## src/rtl/uart_tx_frame_gen.sv

```systemverilog
// UART transmit frame generator: start, LSB-first data, optional parity, 1-2 stops.
// Outputs are registered from the next state so they change on the accepting edge.
module uart_tx_frame_gen #(
    parameter int DATA_WIDTH = 8
) (
    input  logic                  CLK,
    input  logic                  RST,
    input  logic [DATA_WIDTH-1:0] P_DATA,
    input  logic                  DATA_VALID,
    input  logic                  PAR_EN,
    input  logic                  PAR_TYP,
    input  logic                  STOP2,
    output logic                  TX_OUT,
    output logic                  BUSY
);

    localparam int CW = $clog2(DATA_WIDTH);
    localparam logic [CW-1:0] LAST = CW'(DATA_WIDTH - 1);

    typedef enum logic [2:0] {
        S_IDLE,
        S_START,
        S_DATA,
        S_PARITY,
        S_STOP1,
        S_STOP2
    } state_t;

    state_t                state_q, state_n;
    logic [CW-1:0]         cnt_q, cnt_n;
    logic [DATA_WIDTH-1:0] data_q;
    logic                  par_en_q;
    logic                  par_typ_q;
    logic                  stop2_q;
    logic                  final_stop;
    logic                  accept;
    logic                  par_bit;
    logic                  tx_n;
    logic                  busy_n;

    assign final_stop = (state_q == S_STOP2) ||
                        ((state_q == S_STOP1) && !stop2_q);
    assign accept     = DATA_VALID && ((state_q == S_IDLE) || final_stop);
    assign par_bit    = (^data_q) ^ par_typ_q;

    always_comb begin
        state_n = state_q;
        cnt_n   = cnt_q;
        unique case (state_q)
            S_IDLE: begin
                if (accept) state_n = S_START;
            end
            S_START: begin
                state_n = S_DATA;
                cnt_n   = '0;
            end
            S_DATA: begin
                if (cnt_q == LAST) begin
                    state_n = par_en_q ? S_PARITY : S_STOP1;
                end else begin
                    cnt_n = cnt_q + 1'b1;
                end
            end
            S_PARITY: begin
                state_n = S_STOP1;
            end
            S_STOP1: begin
                if (stop2_q)     state_n = S_STOP2;
                else if (accept) state_n = S_START;
                else             state_n = S_IDLE;
            end
            S_STOP2: begin
                state_n = accept ? S_START : S_IDLE;
            end
            default: begin
                state_n = S_IDLE;
            end
        endcase
    end

    // Line value for the cycle that begins at this edge.
    always_comb begin
        tx_n   = 1'b1;
        busy_n = (state_n != S_IDLE);
        unique case (state_n)
            S_START:  tx_n = 1'b0;
            S_DATA:   tx_n = data_q[cnt_n];
            S_PARITY: tx_n = par_bit;
            default:  tx_n = 1'b1;
        endcase
    end

    always_ff @(posedge CLK or negedge RST) begin
        if (!RST) begin
            state_q   <= S_IDLE;
            cnt_q     <= '0;
            data_q    <= '0;
            par_en_q  <= 1'b0;
            par_typ_q <= 1'b0;
            stop2_q   <= 1'b0;
            TX_OUT    <= 1'b1;
            BUSY      <= 1'b0;
        end else begin
            state_q <= state_n;
            cnt_q   <= cnt_n;
            TX_OUT  <= tx_n;
            BUSY    <= busy_n;
            if (accept) begin
                data_q    <= P_DATA;
                par_en_q  <= PAR_EN;
                par_typ_q <= PAR_TYP;
                stop2_q   <= STOP2;
            end
        end
    end

endmodule

```

## config.mk

```make
export PLATFORM = sky130hd
export DESIGN_NAME = uart_tx_frame_gen
export DESIGN_NICKNAME = d
export VERILOG_FILES = /design/src/rtl/uart_tx_frame_gen.sv
export SDC_FILE = /design/constraint.sdc
export NUM_CORES = 1
export LEC_CHECK = 0
export CAP_MARGIN = 25
export CORE_UTILIZATION = 40
export CTS_CLUSTER_SIZE = 12
export DETAILED_ROUTE_END_ITERATION = 10
export PLACE_DENSITY_LB_ADDON = 0.08
export SETUP_SLACK_MARGIN = 0.4
export SYNTH_ARGS = -nofsm -noshare
export SYNTH_HDL_FRONTEND = slang
export SYNTH_SLANG_ARGS = --single-unit
```

## constraint.sdc

```tcl
create_clock -name CLK -period 4.7 [get_ports CLK]
set_input_delay 0.94 -clock CLK [delete_from_list [all_inputs] [get_ports CLK]]
set_output_delay 0.94 -clock CLK [all_outputs]
set_load 0.03 [all_outputs]
```

==> results of run 1 <==
-- Yosys cell counts --
master	instances	area share, %
nor3_1	1	0.48
buf_2	1	0.48
mux2i_1	1	0.97
ha_1	1	1.2
nand3_1	1	0.48
o21ai_4	1	1.6
a21oi_4	1	1.6
inv_2	1	0.36
buf_6	2	2.2
nand4b_1	1	0.85
o22ai_2	1	1.2
o2111ai_1	1	0.85
nor2b_1	1	0.61
nand2b_1	2	1.2
nor2_1	9	3.3
and2_2	1	0.73
dfstp_2	1	2.5
o21a_1	1	0.73
xnor2_1	8	6.8
a21oi_2	2	1.7
a211o_1	1	0.85
nor2b_4	1	1.3
a21oi_1	2	0.97
dfrtp_1	18	44
o32ai_1	1	0.85
nand2_1	4	1.5
a32o_1	2	1.9
a2bb2oi_1	1	0.85
or3_1	1	0.61
a211oi_1	1	0.73
inv_1	3	1.1
mux2_1	3	3.3
o311a_1	1	0.97
mux2_2	10	11
nand2_2	1	0.61
-- final cells by class --
cell class | instances | area, um2 | share of cell area, %
sequential | 19 | 477 | 38.9
timing repair buffer | 16 | 158 | 12.9
tap | 30 | 37.5 | 3.06
multi-input combinational | 62 | 512 | 41.8
inverter | 4 | 15.0 | 1.23
clock buffer | 4 | 26.3 | 2.15
-- kinds of logic (layout without fill, tap and decap cells) --
kind of cell / after synthesis / count (layout) / synth area share [%]
compound gates: 16 / 16 / 14.8
fa+ha+maj: 1 / 1 / 1.21
simple gates: 23 / 23 / 11.6
xor+xnor: 8 / 8 / 6.80
flops: 19 / 19 / 46.2
buf+inv: 7 / 24 / 4.13
mux: 14 / 14 / 15.2
-- stage by stage --
| stage | util [%] | hold WS, ns | cells |
|---|---|---|---|
| 6_report | 49.9 | 0.517 | 135 |
| 5_1_grt | 49.9 | 0.543 | 135 |
| 4_1_cts | 49.9 | 0.520 | 135 |
| 3_5_place_dp | 48.8 | 0.496 | 131 |
| 3_3_place_gp | 48.8 | 0.496 | 131 |
| 2_1_floorplan | - | 0.480 | 88 |
-- state kept, by name, summed over array words and instances (netlist names) --
| signal | count |
|---|---|
| par_en_q | 1 |
| TX_OUT | 1 |
| data_q | 8 |
| stop2_q | 1 |
| cnt_q | 3 |
| state_q | 3 |
| par_typ_q | 1 |
| BUSY | 1 |
-- how the worst min path moves through the flow --
stage | to | slack [ns] | cells after the start
after floorplan | stop2_q | 0.48 | 1
after detailed placement | stop2_q | 0.50 | 1
after CTS | stop2_q | 0.52 | 1
after global routing | stop2_q | 0.54 | 1
after global placement | stop2_q | 0.50 | 1
final | stop2_q | 0.52 | 1
-- metal layers --
| layer | track usage, % | vias to the layer above | routed length, um |
|---|---|---|---|
| met5 | 0 | - | 0 |
| met4 | 7.89 | 0 | 29 |
| met3 | 3.48 | 4 | 59 |
| met2 | 22.2 | 12 | 768 |
| met1 | 17.1 | 331 | 759 |
| li1 | - | 345 | - |
-- power by group --
part | total, W | internal [W] | switching, W | leakage (nW)
clock | 0.0000795 | 0.0000330 | 0.0000465 | 0.0150
sequential | 0.000334 | 0.000249 | 0.0000847 | 0.226
combinational | 0.000544 | 0.000291 | 0.000253 | 0.261
==> flow_summary.toml, run 1 <==
[run_status]
outcome = "finished clean"

[setup_path]
crit_path_end = "TX_OUT"
crit_type = "reg -> out"
cp_slowest_stage_delay_ns = 0.65
endpoint_kind = "primary output"
path_buf_inv = 1
rr_startpoint = "cnt_q[0]"
r2r-end = "TX_OUT"
r2r_cells = 8
cp_max_fo = 1
start_kind = "register"
crit_family = "buffers and inverters"
required_ns = 3.76
critPathSlowestCell = "clkdlybuf4s50_1"
cp.arrival_ns = 1.47
worst-path-stages = 1
crit_path_start = "TX_OUT"
path_cells = "clkdlybuf4s50_1"
r2r_slack_ns = 2.65

[cells_and_area]
layout_commonest_cell = "dfrtp_1"
num_antenna_cells = 0
drive_above_1_share_pct = 22.9
final_cell_mix = "dfrtp_1 (18), clkdlybuf4s50_1 (15), mux2_2 (10)"
fin_nets = 121
fillCellCount = 242
fin_area_um2 = 1220
synthToLayoutAreaGrowth_pct = 18.8

[synthesis]
syn_avg_cell_area_um2 = 11.7
yosysSeqAreaShare_pct = 46.2
ys_ff_latch = 19
netlist_instances = 88
synth_cell_types = 35
netlist_area_um2 = 1030
syn_nets = 103
yosysWarningCount = 0

[detailed_routing]
drt_iter0_markers = 10
dr.pass1.iters = 4
drtAntennaViolNets = 0
wl_per_cell_um = 12.0
vias_per_cell = 5.13
post-route-drc-count = 0
route.vias.total = 692
wirelength_um = 1620

[die]
start_util_pct = 42.0
io_pins = 16
die_width_um = 52.8
fp.dieH_um = 52.8
core_area_um2 = 2450
rows = 18
design.die.area_um2 = 2780

[sta]
worstMarginPinSlew_ns = 0.807
period_needed_ns = 2.41
hold_viol_final = 0
slew_headroom_pct = 46.1
skew_ns = 0.00456
worst_slack_ns = 2.29
tns_ns = 0
finalSetupViolations = 0
rsz0062_at_grt = "false"
max_freq_mhz = 414
slew_viol_final = 0
post-route-period-util_pct = 51.3

[pwr]
peakVddDrop_mv = 0.395
powerDensity_nw_per_um2 = 781
totalPowerFinal_w = 0.000957
p_leak_nw = 0.503

[clocking]
clockBufferDepth = 2
cts_root_buf = "clkbuf_4"
cts_num_sinks = 19
cts_max_level = 1
postCtsHoldBufs = 0
clk-insertion-delay-late_ns = 0.29
cts_tree = "built"
cts_resized = 0
clk_pin_slew_ns = 0.10
cts_made_buffers = 3
postCtsSetupRepairBufs = 0

[global_route]
grt_usage_pct = 14.0
grt_pass1_wl_um = 2700
grt_max_degree = 20
grt_overflow = 0
antenna_found_initial = 0
grt_pass1_vias = 607

[worst_hold_path]
worstHoldStart = "stop2_q"
hp-class = "reg -> reg"

[run]
maxCapViolCount = 0

[placed_design]
pre_cts_slack_ns = 2.36
port-buffer-count = 15
placed_cell_area_um2 = 1200
dp_hpwl_um = 1250
gp_congestion = 0.691
Note: power is estimated with default switching activity, not from simulation.
==> run 2: changes to the inputs <==
clock period = 2.4 ns   (was 4.7 ns; I/O delays follow)
==> flow_summary.toml, run 2 (same netlist as run 1, synthesis figures left out) <==
[cells_and_area]
reg.largest.list = "data_q: 8 flops, cnt_q: 3 flops, state_q: 3 flops"
fin_nets = 124
fillCellCount = 227
final_cell_mix = "dfrtp_1 (17), clkdlybuf4s50_1 (14), nor2_1 (9), mux2_2 (9), xnor2_1 (8)"
layout_commonest_cell = "dfrtp_1"
num_antenna_cells = 0
synthToLayoutAreaGrowth_pct = 23.4
drive_above_1_share_pct = 30.6
regMostFlops = "data_q"
largest_reg_flops = 8
fin_cells = 138
utilization_pct = 51.8

[sta]
skew_ns = 0.00521
period_needed_ns = 2.00
rsz0062_at_grt = "true"
slew_viol_final = 0
finalSetupViolations = 0
worstMarginPinSlew_ns = 0.420
tns_ns = 0
max_freq_mhz = 501
worst_slack_ns = 0.402
post-route-period-util_pct = 83.2
slew_headroom_pct = 71.9
hold_viol_final = 0

[global_route]
grt_overflow = 0
antenna_found_initial = 0
grt_max_degree = 20
grt_usage_pct = 15.7
grt_pass1_wl_um = 2950
grt_pass1_vias = 674

[clocking]
cts_tree = "built"
cts_num_sinks = 19
cts_root_buf = "clkbuf_4"
cts_made_buffers = 3
clk_pin_slew_ns = 0.11
postCtsHoldBufs = 0
cts_max_level = 1
clk-insertion-delay-late_ns = 0.30
clockBufferDepth = 2

[setup_path]
cp_max_fo = 5
cp.arrival_ns = 2.24
endpoint_kind = "register"
r2r_cells = 8
start_kind = "register"
required_ns = 2.64
crit_type = "reg -> reg"

[placed_design]
dp_hpwl_um = 1370
port-buffer-count = 15
gp_congestion = 0.736
placedCellCount = 132
pre_cts_slack_ns = 0.373

[worst_hold_path]
hp-class = "in -> async"

[die]
die_width_um = 52.8
design.die.area_um2 = 2780
rows = 18
core_area_um2 = 2450
io_pins = 16
fp.dieH_um = 52.8
start_util_pct = 42.0

[detailed_routing]
post-route-drc-count = 0
wl_per_cell_um = 13.5
drt_iter0_markers = 13
wirelength_um = 1870
dr.pass1.iters = 4
drtAntennaViolNets = 0
route.vias.total = 728
vias_per_cell = 5.28

[run_status]
outcome = "finished clean"

[pwr]
p_leak_nw = 0.543
powerDensity_nw_per_um2 = 1550
peakVddDrop_mv = 0.870
totalPowerFinal_w = 0.00197

[run]
maxCapViolCount = 0
run 2: timing repair:
action / 4_1_cts / 5_1_grt
gates resized for setup: 1 / 7
pin swaps: 0 / 1
endpoints found under the hold margin: 0 / 0
endpoints found under the setup margin: 1 / 2
buffers inserted: 0 / 2
run 2: report_power, final:
group          switching (W)  leakage (nW)  internal, W
clock              0.0000971        0.0177    0.0000621
sequential          0.000176         0.225     0.000490
combinational       0.000524         0.301     0.000622
run 2: cell type report:
type	count	area (um2)	area share (%)
repair buffers	19	183	14.4
multi-input cells	62	532	41.8
clock buffers	3	22.5	1.77
clock inverters	1	5.00	0.393
flip-flops and latches	19	478	37.6
well taps	30	37.5	2.95
inverters	4	15.0	1.18
run 2: per-stage QoR:
step | area (um2) | hold WS [ns]
floorplan | 1030 | 0.184
global placement | 1210 | 0.494
detailed placement | 1210 | 0.495
global route | 1270 | 0.515
finish | 1270 | 0.502
CTS | 1230 | 0.503
run 2: path summary, 6_finish.rpt:
path | startpoint | endpoint | slack, ns
max | cnt_q[1] | TX_OUT | 0.40
min | RST | data_q[2] | 0.50
max reg2reg | cnt_q[1] | TX_OUT | 0.40
min reg2reg | stop2_q | stop2_q | 0.52
max in group asynchronous | RST | TX_OUT | 1.64
min in group CLK | stop2_q | stop2_q | 0.52
run 2: metal layers:
layer	wire length, um	part of all wire [%]	vias up	GRT usage, %
li1	-	-	356	-
met1	793	42	350	19.2
met3	65	3.5	5	3.48
met2	960	51	17	25.1
met5	0	0	-	0
met4	47	2.5	0	9.21
run 2: worst max-delay path, stage by stage (launching register included):
cell and delay, ns:
dfrtp_1 0.44, ha_2 0.22, nand2_2 0.09, a32o_2 0.28
a21oi_4 0.21, mux2_4 0.32, nor3_1 0.16, o311a_1 0.19
nor2_1 0.04
